<file path="src/rtl/thiele_graph_pkg.sv">
// Shared definitions for the triadic_cascade graph: colour codes, sizes, edge table
// and the mu-cost that a conforming solver reports.
package thiele_graph_pkg;

    typedef enum logic [1:0] {
        COL_RED     = 2'd0,
        COL_GREEN   = 2'd1,
        COL_BLUE    = 2'd2,
        COL_ILLEGAL = 2'd3
    } colour_e;

    localparam int unsigned NUM_NODES     = 9;
    localparam int unsigned NUM_EDGES     = 14;
    localparam logic [7:0]  MU_COST_TOTAL = 8'd23;

    typedef struct packed {
        logic [3:0] u;
        logic [3:0] v;
    } edge_t;

    localparam edge_t EDGE_TABLE [NUM_EDGES] = '{
        '{4'd0, 4'd2}, '{4'd1, 4'd2}, '{4'd0, 4'd4}, '{4'd0, 4'd5},
        '{4'd1, 4'd3}, '{4'd1, 4'd5}, '{4'd2, 4'd3}, '{4'd2, 4'd4},
        '{4'd3, 4'd7}, '{4'd3, 4'd8}, '{4'd4, 4'd6}, '{4'd4, 4'd8},
        '{4'd5, 4'd6}, '{4'd5, 4'd7}
    };

    // Out-of-range node numbers read as red; callers only pass table nodes.
    function automatic logic [1:0] colour_of(input logic [2*NUM_NODES-1:0] col,
                                             input logic [3:0]             node);
        logic [1:0] c;
        c = '0;
        for (int unsigned i = 0; i < NUM_NODES; i++) begin
            if (node == 4'(i)) c = col[2*i +: 2];
        end
        return c;
    endfunction

endpackage

</file>
<file path="src/rtl/triadic_edge_rom.sv">
// Combinational edge lookup: edge index -> endpoint pair; indices past the table give (0,0).
module triadic_edge_rom
    import thiele_graph_pkg::*;
(
    input  logic [3:0] edge_idx,
    output logic [3:0] u,
    output logic [3:0] v
);

    always_comb begin
        u = '0;
        v = '0;
        for (int unsigned i = 0; i < NUM_EDGES; i++) begin
            if (edge_idx == 4'(i)) begin
                u = EDGE_TABLE[i].u;
                v = EDGE_TABLE[i].v;
            end
        end
    end

endmodule

</file>
<file path="src/rtl/colouring_verifier.sv">
// Verifies a captured 3-colouring of the triadic_cascade graph, one edge per cycle,
// and checks the solver's reported mu-cost.
module colouring_verifier #(
    parameter logic [7:0] EXPECTED_MU = 8'd23
) (
    input  logic        clk,
    input  logic        reset,
    input  logic        start,
    input  logic [17:0] colouring,
    input  logic [7:0]  mu_cost,
    output logic        done,
    output logic        ok,
    output logic        range_err,
    output logic        mu_ok,
    output logic [3:0]  conflict_count,
    output logic [3:0]  first_conflict
);
    import thiele_graph_pkg::*;

    typedef enum logic [1:0] {IDLE, RANGE, SCAN, DONE} state_e;

    state_e      state_q, state_d;
    logic [17:0] col_q, col_d;
    logic [7:0]  mu_q, mu_d;
    logic [3:0]  edge_idx_q, edge_idx_d;
    logic        done_q, done_d, ok_q, ok_d;
    logic        range_err_q, range_err_d, mu_ok_q, mu_ok_d;
    logic [3:0]  conflict_count_q, conflict_count_d;
    logic [3:0]  first_conflict_q, first_conflict_d;

    logic [3:0]  rom_u, rom_v;
    logic        any_illegal;

    triadic_edge_rom u_rom (
        .edge_idx (edge_idx_q),
        .u        (rom_u),
        .v        (rom_v)
    );

    always_comb begin
        any_illegal = 1'b0;
        for (int unsigned i = 0; i < NUM_NODES; i++) begin
            if (col_q[2*i +: 2] == COL_ILLEGAL) any_illegal = 1'b1;
        end
    end

    always_comb begin
        state_d          = state_q;
        col_d            = col_q;
        mu_d             = mu_q;
        edge_idx_d       = edge_idx_q;
        done_d           = done_q;
        ok_d             = ok_q;
        range_err_d      = range_err_q;
        mu_ok_d          = mu_ok_q;
        conflict_count_d = conflict_count_q;
        first_conflict_d = first_conflict_q;

        unique case (state_q)
            IDLE: begin
                if (start) begin
                    col_d            = colouring;
                    mu_d             = mu_cost;
                    edge_idx_d       = '0;
                    done_d           = 1'b0;
                    ok_d             = 1'b0;
                    range_err_d      = 1'b0;
                    mu_ok_d          = 1'b0;
                    conflict_count_d = '0;
                    first_conflict_d = '1;
                    state_d          = RANGE;
                end
            end
            RANGE: begin
                mu_ok_d = (mu_q == EXPECTED_MU);
                if (any_illegal) begin
                    range_err_d = 1'b1;
                    state_d     = DONE;
                end else begin
                    edge_idx_d = '0;
                    state_d    = SCAN;
                end
            end
            SCAN: begin
                if (edge_idx_q == 4'(NUM_EDGES)) begin
                    ok_d    = !range_err_q && (conflict_count_q == '0) && mu_ok_q;
                    done_d  = 1'b1;
                    state_d = DONE;
                end else begin
                    if (colour_of(col_q, rom_u) == colour_of(col_q, rom_v)) begin
                        conflict_count_d = conflict_count_q + 4'd1;
                        if (first_conflict_q == 4'hF) first_conflict_d = edge_idx_q;
                    end
                    edge_idx_d = edge_idx_q + 4'd1;
                end
            end
            DONE: begin
                // The range-error path arrives here with done low; raise it before honouring start.
                if (!done_q) begin
                    done_d = 1'b1;
                    ok_d   = 1'b0;
                end else if (!start) begin
                    done_d  = 1'b0;
                    ok_d    = 1'b0;
                    state_d = IDLE;
                end
            end
            default: state_d = IDLE;
        endcase
    end

    always_ff @(posedge clk or posedge reset) begin
        if (reset) begin
            state_q          <= IDLE;
            col_q            <= '0;
            mu_q             <= '0;
            edge_idx_q       <= '0;
            done_q           <= 1'b0;
            ok_q             <= 1'b0;
            range_err_q      <= 1'b0;
            mu_ok_q          <= 1'b0;
            conflict_count_q <= '0;
            first_conflict_q <= '1;
        end else begin
            state_q          <= state_d;
            col_q            <= col_d;
            mu_q             <= mu_d;
            edge_idx_q       <= edge_idx_d;
            done_q           <= done_d;
            ok_q             <= ok_d;
            range_err_q      <= range_err_d;
            mu_ok_q          <= mu_ok_d;
            conflict_count_q <= conflict_count_d;
            first_conflict_q <= first_conflict_d;
        end
    end

    assign done           = done_q;
    assign ok             = ok_q;
    assign range_err      = range_err_q;
    assign mu_ok          = mu_ok_q;
    assign conflict_count = conflict_count_q;
    assign first_conflict = first_conflict_q;

endmodule

</file>
<file path="config.mk">
export PLATFORM = sky130hd
export DESIGN_NAME = colouring_verifier
export DESIGN_NICKNAME = d
export VERILOG_FILES = /design/src/rtl/thiele_graph_pkg.sv /design/src/rtl/triadic_edge_rom.sv /design/src/rtl/colouring_verifier.sv
export SDC_FILE = /design/constraint.sdc
export NUM_CORES = 1
export LEC_CHECK = 0
export BUFFER_PORTS_ARGS = -buffer_cell sky130_fd_sc_hd__buf_2
export CAP_MARGIN = 20
export CORE_ASPECT_RATIO = 2
export CORE_UTILIZATION = 51
export DETAILED_ROUTE_END_ITERATION = 6
export PLACE_DENSITY = 0.84
export SYNTH_ARGS = -nofsm -noshare
export SYNTH_HDL_FRONTEND = slang
export SYNTH_SLANG_ARGS = --single-unit
</file>
<file path="constraint.sdc">
create_clock -name clk -period 2.4 [get_ports clk]
set_clock_uncertainty 0.05 [all_clocks]
set_input_delay 0.12 -clock clk [delete_from_list [all_inputs] [get_ports clk]]
set_output_delay 0.12 -clock clk [all_outputs]
set_load 0.01 [all_outputs]
</file>
==> metrics.cfg, run 1 <==
[run_status]
outcome = finished with violations
failed_checks = setup timing

[synthesis]
ys.flop_type = dfrtp_1
synth_top_area_share_pct = 37.75
synth.avg_cell_area_um2 = 10.78
synth_edf_count = 0
synthTopCellsByArea = dfrtp_1, mux2_2, ha_1
ys_types = 60
synthCells = 246
ys_warn_count = 0
ys_top_cells_by_count = dfrtp_1, mux2_2, o21ai_0
ys_seq_area_share_pct = 41.72
ys_ff_latch = 44
synth-async-reset-ratio_pct = 100.0
synth_nets = 285
synth_top_area_cell = dfrtp_1
syn-cell-area_um2 = 2651
yosysMostFrequentCell = dfrtp_1

[detailed_routing]
drt_pre_antenna_iters = 5
drtIter0Drc = 101
drc_errors = 0
wl_per_cell_um = 19.32
drtAntennaViolNets = 0
routed_wl_um = 7806
vias = 2492
viasPerCell = 6.168

[clocking]
cts.sinks = 44
cts.htree.levels = 2
clock_latency_ns = 0.32
cts.clk_slew.worst_paths_ns = 0.08
cts_tree = yes
cts_buffers = 5
clockRootBuffer = clkbuf_8
clock_path_buffers = 2

[setup_path]
critPathMaxFanout = 8
slowest_delay_ns = 0.70
critical_path_required_ns = 2.51
slowest_stage = or4b_2
crit_chain = inv_4 > ha_4 > or4b_2 > o21ai_2 > a221oi_1 > o22ai_1 > and2_1 > a221oi_4 > o311ai_0
end_kind = register
critPathKind = register to register
crit_arrival_ns = 2.97
cp-start-kind = register

[final_layout]
syn2layout_area_growth_pct = 34.78
utilization_pct = 72.12
diodes = 0
drive_gt1_share_pct = 42.65
seq_area_um2 = 1109
multi_input_area_um2 = 1474
final_net_count = 385
nFillCells = 358

[timing]
fmax_mhz = 349.2
period_share_pct = 119.3
tightestPinTransition_ns = 0.5955
rsz0062_at_grt = true
fin_crit_ns = 2.864
finalHoldViolations = 0
finalSetupTns_ns = -3.491
drv_slew = 0
slew_headroom_pct = 60.26
report.final.setup_viol = 8
worst_slack_ns = -0.4638

[grt]
grt_pass1_vias = 2592
grt_overflow = 0
grt_usage_pct = 30.86
antenna_found_initial = 0
grt_max_degree = 33
grt_pass1_wl_um = 12360

[die]
placementRows = 36
die_area_um2 = 5509
core_region_area_um2 = 4955
die_w_um = 52.99
initial_core_util_pct = 53.51
die_h_um = 104.0
io_pins = 41

[power]
p_per_area_nw_per_um2 = 1102
leakage_nw = 1.599
max-vdd-ir-drop_mv = 0.8024

[place]
dp_slack_ns = -0.3829
port_buffers = 40
hpwl_um = 5304
gp_congestion = 1.006

[hold_path]
holdCritPathClass = input port to register

[run]
cap_violations = 0

## layer usage
metal	routed length [um]	part of all wire (%)	GRT usage, %	vias up
li1	-	-	-	1130
met4	371	4.8	16.73	0
met2	4358	56	53.44	121
met1	2647	34	33.01	1200
met3	427	5.5	6.140	41
met5	0	0	0	-
## cell usage in the layout, fill, tap and decap left out, types with 4 or more instances in the layout
cell	Yosys	layout
a21oi_1	5	4
nor2b_1	4	4
inv_1	16	14
a31oi_1	6	6
dlygate4sd3_1	0	23
clkbuf_8	0	5
buf_4	4	38
nand3_1	4	4
nand2_1	12	12
o22a_1	7	7
ha_4	0	4
nor3_1	4	4
buf_2	1	40
mux2i_1	4	4
o21ai_0	17	15
mux2_2	27	27
o21ai_1	6	7
dfrtp_1	40	38
ha_1	10	6
nor2_1	5	5
nand4_1	6	6
dfstp_2	4	4
## stage by stage
step	hold slack (ns)	cell area, um^2	power (mW)	instances
final	0.006720	3573	3.939	404
after global routing	0.001083	3573	4.161	404
after CTS	0.001747	3510	3.829	400
after detailed placement	0.1549	3198	3.338	369
after global placement	0.1401	3198	3.273	369
after floorplan	0.1741	2711	2.648	246
## area by class of cell
type	count	share of cell area, %
timing repair buffer	104	21.46
multi-input combinational	174	41.25
sequential	44	31.02
tap	57	1.996
clock buffer	7	2.136
inverter	17	1.996
clock inverter	1	0.1401
## state kept, by name (all words and copies together) (netlist names)
register        cells
edge_idx_q          4
range_err           1
ok                  1
done                1
conflict_count      4
mu_ok               1
mu_q                8
first_conflict      4
state_q             2
col_q              18
## final timing paths
| check | startpoint | endpoint | slack, ns | cells past startpoint |
|---|---|---|---|---|
| max | edge_idx_q[0] | conflict_count[0] | -0.46 | 9 |
| min | colouring[2] | col_q[2] | 0.007 | 2 |
| max reg2reg | edge_idx_q[0] | conflict_count[0] | -0.46 | 9 |
| min reg2reg | mu_q[0] | mu_q[0] | 0.46 | 1 |
| max in group asynchronous | reset | first_conflict[2] | 1.29 | 4 |
| min in group asynchronous | reset | col_q[14] | 0.35 | 3 |
## worst max-delay path: cells and delay by family (launching register included)
kind | cells | cell delay [ns]
simple gates | 2 | 0.92
fa+ha+maj | 1 | 0.21
flops | 1 | 0.44
buf+inv | 1 | 0.07
compound gates | 5 | 1.03
## cell families after synthesis
family                     after synthesis  synth area share (%)
muxes                                   31                 12.98
adders and majority gates               10                 4.719
AOI/OAI and AO/OA                       70                 19.30
buffers and inverters                   28                 5.805
DFF                                     44                 41.72
and+or+nand+nor                         63                 15.48
## what timing repair did
action | 4_1_cts | 5_1_grt
hold endpoints to repair | 34 | 0
resized for setup | 0 | 10
pin swaps | 0 | 8
buffers inserted | 0 | 4
hold buffers | 23 | 0
endpoints found under the setup margin | 8 | 8
## report_power, final
part	switching, mW	internal [mW]	total [mW]
logic	1.03	1.07	2.10
registers	0.303	1.08	1.38
clock network	0.259	0.205	0.464
total	1.59	2.35	3.94
No activity file was read; power rests on OpenSTA's default activity.
==> run 2, diff against run 1 <==
- CORE_UTILIZATION: 51 -> 57
- PLACE_DENSITY: 0.84 -> 0.88
- SYNTH_HIERARCHICAL: not set -> 1
- clock period: 2.4 -> 2.8 ns (I/O delays scaled with it)
==> metrics.cfg, run 2 <==
[detailed_routing]
vias = 2374  ; was 2,492
drc_errors = 0  ; unchanged
drt_pre_antenna_iters = 4  ; was 5
wl_per_cell_um = 17.85  ; was 19.32 um
drtAntennaViolNets = 0  ; unchanged
drtIter0Drc = 57  ; was 101
routed_wl_um = 6890  ; was 7806 um
viasPerCell = 6.150  ; was 6.168

[power]
swShare_pct = 39.83  ; was 40.40%
power_frac_seq_pct = 36.4  ; was 35.0%
p_per_area_nw_per_um2 = 978.8  ; was 1102 nW/um^2
power_switching_mw = 1.338  ; was 1.591 mW
comb_power_share_pct = 52.3  ; was 53.2%
leakage_nw = 1.499  ; was 1.599 nW
power_frac_clock_pct = 11.3  ; was 11.8%
p_int_mw = 2.021  ; was 2.348 mW
max-vdd-ir-drop_mv = 0.8539  ; was 0.8024 mV

[grt]
grt_pass1_vias = 2395  ; was 2,592
antenna_found_initial = 0  ; unchanged
grt_max_degree = 28  ; was 33
grt_overflow = 0  ; unchanged
grt_pass1_wl_um = 10730  ; was 12,360 um
grt_usage_pct = 28.36  ; was 30.86%

[die]
die_h_um = 100.1  ; was 104.0 um
initial_core_util_pct = 59.67  ; was 53.51%
die_area_um2 = 5112  ; was 5509 um^2
placementRows = 35  ; was 36
io_pins = 41  ; unchanged
die_w_um = 51.06  ; was 52.99 um
core_region_area_um2 = 4598  ; was 4955 um^2

[run]
cap_violations = 0  ; unchanged

[final_layout]
syn2layout_area_growth_pct = 25.08  ; was 34.78%
final_net_count = 368  ; was 385
diodes = 0  ; unchanged
layout_commonest_cell = buf_2  ; unchanged
stdcell_count = 386  ; was 404
regMostFlops = col_q  ; unchanged
largest_reg_flops = 18  ; unchanged
drive_gt1_share_pct = 45.02  ; was 42.65%
final_cell_mix = buf_2, dfrtp_1, buf_4, mux2_2, nand2_1  ; was buf_2, dfrtp_1, buf_4, mux2_2, dlygate4sd3_1
top_regs = col_q: 18 flops, mu_q: 8 flops  ; unchanged
fin_area_um2 = 3432  ; was 3573 um^2
nFillCells = 308  ; was 358

[setup_path]
critPathKind = register to register  ; unchanged
critPathMaxFanout = 6  ; was 8
end_kind = register  ; unchanged
cp-start-kind = register  ; unchanged
critical_path_required_ns = 2.95  ; was 2.51 ns
crit_arrival_ns = 3.16  ; was 2.97 ns

[synthesis]
ys.flop_type = dfrtp_1  ; unchanged
ys_ff_latch = 44  ; unchanged
synth_top_area_share_pct = 36.48  ; was 37.75%
synth_top_family_by_area = multiplexers  ; was compound AO/OA/AOI/OAI gates
synth-async-reset-ratio_pct = 100.0  ; unchanged
ys_top_cells_by_count = dfrtp_1, mux2_2, nand2_1  ; was dfrtp_1, mux2_2, o21ai_0
synth_top_area_cell = dfrtp_1  ; unchanged
synthXorXnorAreaFrac_pct = 0.6384  ; was 0%
muxShareOfSynthArea_pct = 19.15  ; was 12.98%
synth_fa_ha_area_share_pct = 3.648  ; was 4.719%
synth_edf_count = 0  ; unchanged
synth_nets = 294  ; was 285
synth_compound_area_share_pct = 14.09  ; was 19.30%
ys_warn_count = 6  ; was 0
synth.avg_cell_area_um2 = 10.68  ; was 10.78 um^2
synthCells = 257  ; was 246
ys_types = 63  ; was 60
synth_simple_gate_area_share_pct = 15.96  ; was 15.48%
syn-cell-area_um2 = 2744  ; was 2651 um^2
synthTopCellsByArea = dfrtp_1, mux2_2, mux2i_1  ; was dfrtp_1, mux2_2, ha_1
ys_seq_area_share_pct = 40.31  ; was 41.72%
yosysMostFrequentCell = dfrtp_1  ; unchanged

[clocking]
clockRootBuffer = clkbuf_8  ; unchanged
clock_path_buffers = 2  ; unchanged
cts.sinks = 44  ; unchanged
cts.htree.levels = 2  ; unchanged
cts.clk_slew.worst_paths_ns = 0.09  ; was 0.08 ns
cts_tree = yes  ; unchanged
cts_buffers = 5  ; unchanged
clock_latency_ns = 0.30  ; was 0.32 ns

[hold_path]
holdCritPathClass = input port to register  ; unchanged

[run_status]
failed_checks = setup timing  ; unchanged
outcome = finished with violations  ; unchanged

[timing]
slew_headroom_pct = 55.89  ; was 60.26%
tightestPinTransition_ns = 0.6576  ; was 0.5955 ns
finalHoldViolations = 0  ; unchanged
worst_slack_ns = -0.2062  ; was -0.4638 ns
report.final.setup_viol = 8  ; unchanged
fin_crit_ns = 3.006  ; was 2.864 ns
fmax_mhz = 332.7  ; was 349.2 MHz
drv_slew = 0  ; unchanged
holdWs_ns = 0.02582  ; was 0.006720 ns
rsz0062_at_grt = true  ; unchanged
period_share_pct = 107.4  ; was 119.3%

[place]
gp_congestion = 0.9848  ; was 1.006
dp_slack_ns = -0.1452  ; was -0.3829 ns
port_buffers = 40  ; unchanged
place_area_um2 = 3146  ; was 3198 um^2
dp_cells = 368  ; was 369
hpwl_um = 5102  ; was 5304 um

run 2: worst paths after layout:
check / start / to / slack, ns / cells after the start
max: edge_idx_q[0] / conflict_count[1] / -0.21 / 9
min: colouring[10] / col_q[10] / 0.03 / 2
max reg2reg: edge_idx_q[0] / conflict_count[1] / -0.21 / 9
min reg2reg: mu_q[0] / mu_q[0] / 0.46 / 1
max in group asynchronous: reset / first_conflict[3] / 1.58 / 4
min in group asynchronous: reset / col_q[12] / 0.34 / 3
run 2: critical path: stages (launching register included):
cell and delay (ns):
dfrtp_1 0.43, buf_4 0.14, mux4_2 0.57, or4b_4 0.55, inv_4 0.08, a31oi_4 0.04
a21oi_2 0.17, mux2_4 0.35, or3_4 0.34, o211ai_1 0.19
run 2: what timing repair did:
action / in CTS / in global routing
setup endpoints to repair: 8 / 8
hold endpoints to repair: 17 / 0
hold buffers: 1 / 0
resized for setup: 17 / 12
buffers inserted: 3 / 7
pin swaps: 6 / 8
run 2: per-layer routing:
layer  global-route usage [%]  share of wire (%)  up-vias
li1                         -                  -     1102
met1                    29.64                 37     1174
met2                    51.42                 56       77
met3                    3.788                3.2       21
met4                    17.09                4.0        0
met5                        0                  0        -
run 2: layout make-up:
class | count | area (um^2) | area share [%]
multi-input combinational | 183 | 1585 | 46.19
sequential | 44 | 1109 | 32.30
timing repair buffer | 80 | 521.8 | 15.20
clock buffer | 5 | 68.82 | 2.005
tap | 55 | 68.82 | 2.005
inverter | 17 | 66.31 | 1.932
clock inverter | 2 | 12.51 | 0.3646
run 2: stage by stage:
step	util (%)	power, mW	setup TNS, ns
2_1_floorplan	-	2.259	-0.5524
3_5_place_dp	68.41	2.760	-0.8684
4_1_cts	72.35	3.235	-0.6364
5_1_grt	74.64	3.576	-1.833
6_report	74.64	3.359	-1.195
3_3_place_gp	68.41	2.679	-0.5118
run 2: power by group through the flow:
stage / combinational [mW] / clock (mW) / sequential [mW]
5_1_grt: 1.91 / 0.414 / 1.26
6_report: 1.76 / 0.378 / 1.22
4_1_cts: 1.63 / 0.390 / 1.21
2_1_floorplan: 1.12 / 0 / 1.14
3_5_place_dp: 1.54 / 0 / 1.22
3_3_place_gp: 1.48 / 0 / 1.19
run 2: cells by family after synthesis:
kind of cell             count (synthesis)
AND/OR/NAND/NOR                         76
AO/OA/AOI/OAI                           52
multiplexers                            44
flip-flops                              44
buffers and inverters                   30
adder cells (fa/ha/maj)                  8
XOR/XNOR                                 2
other                                    1
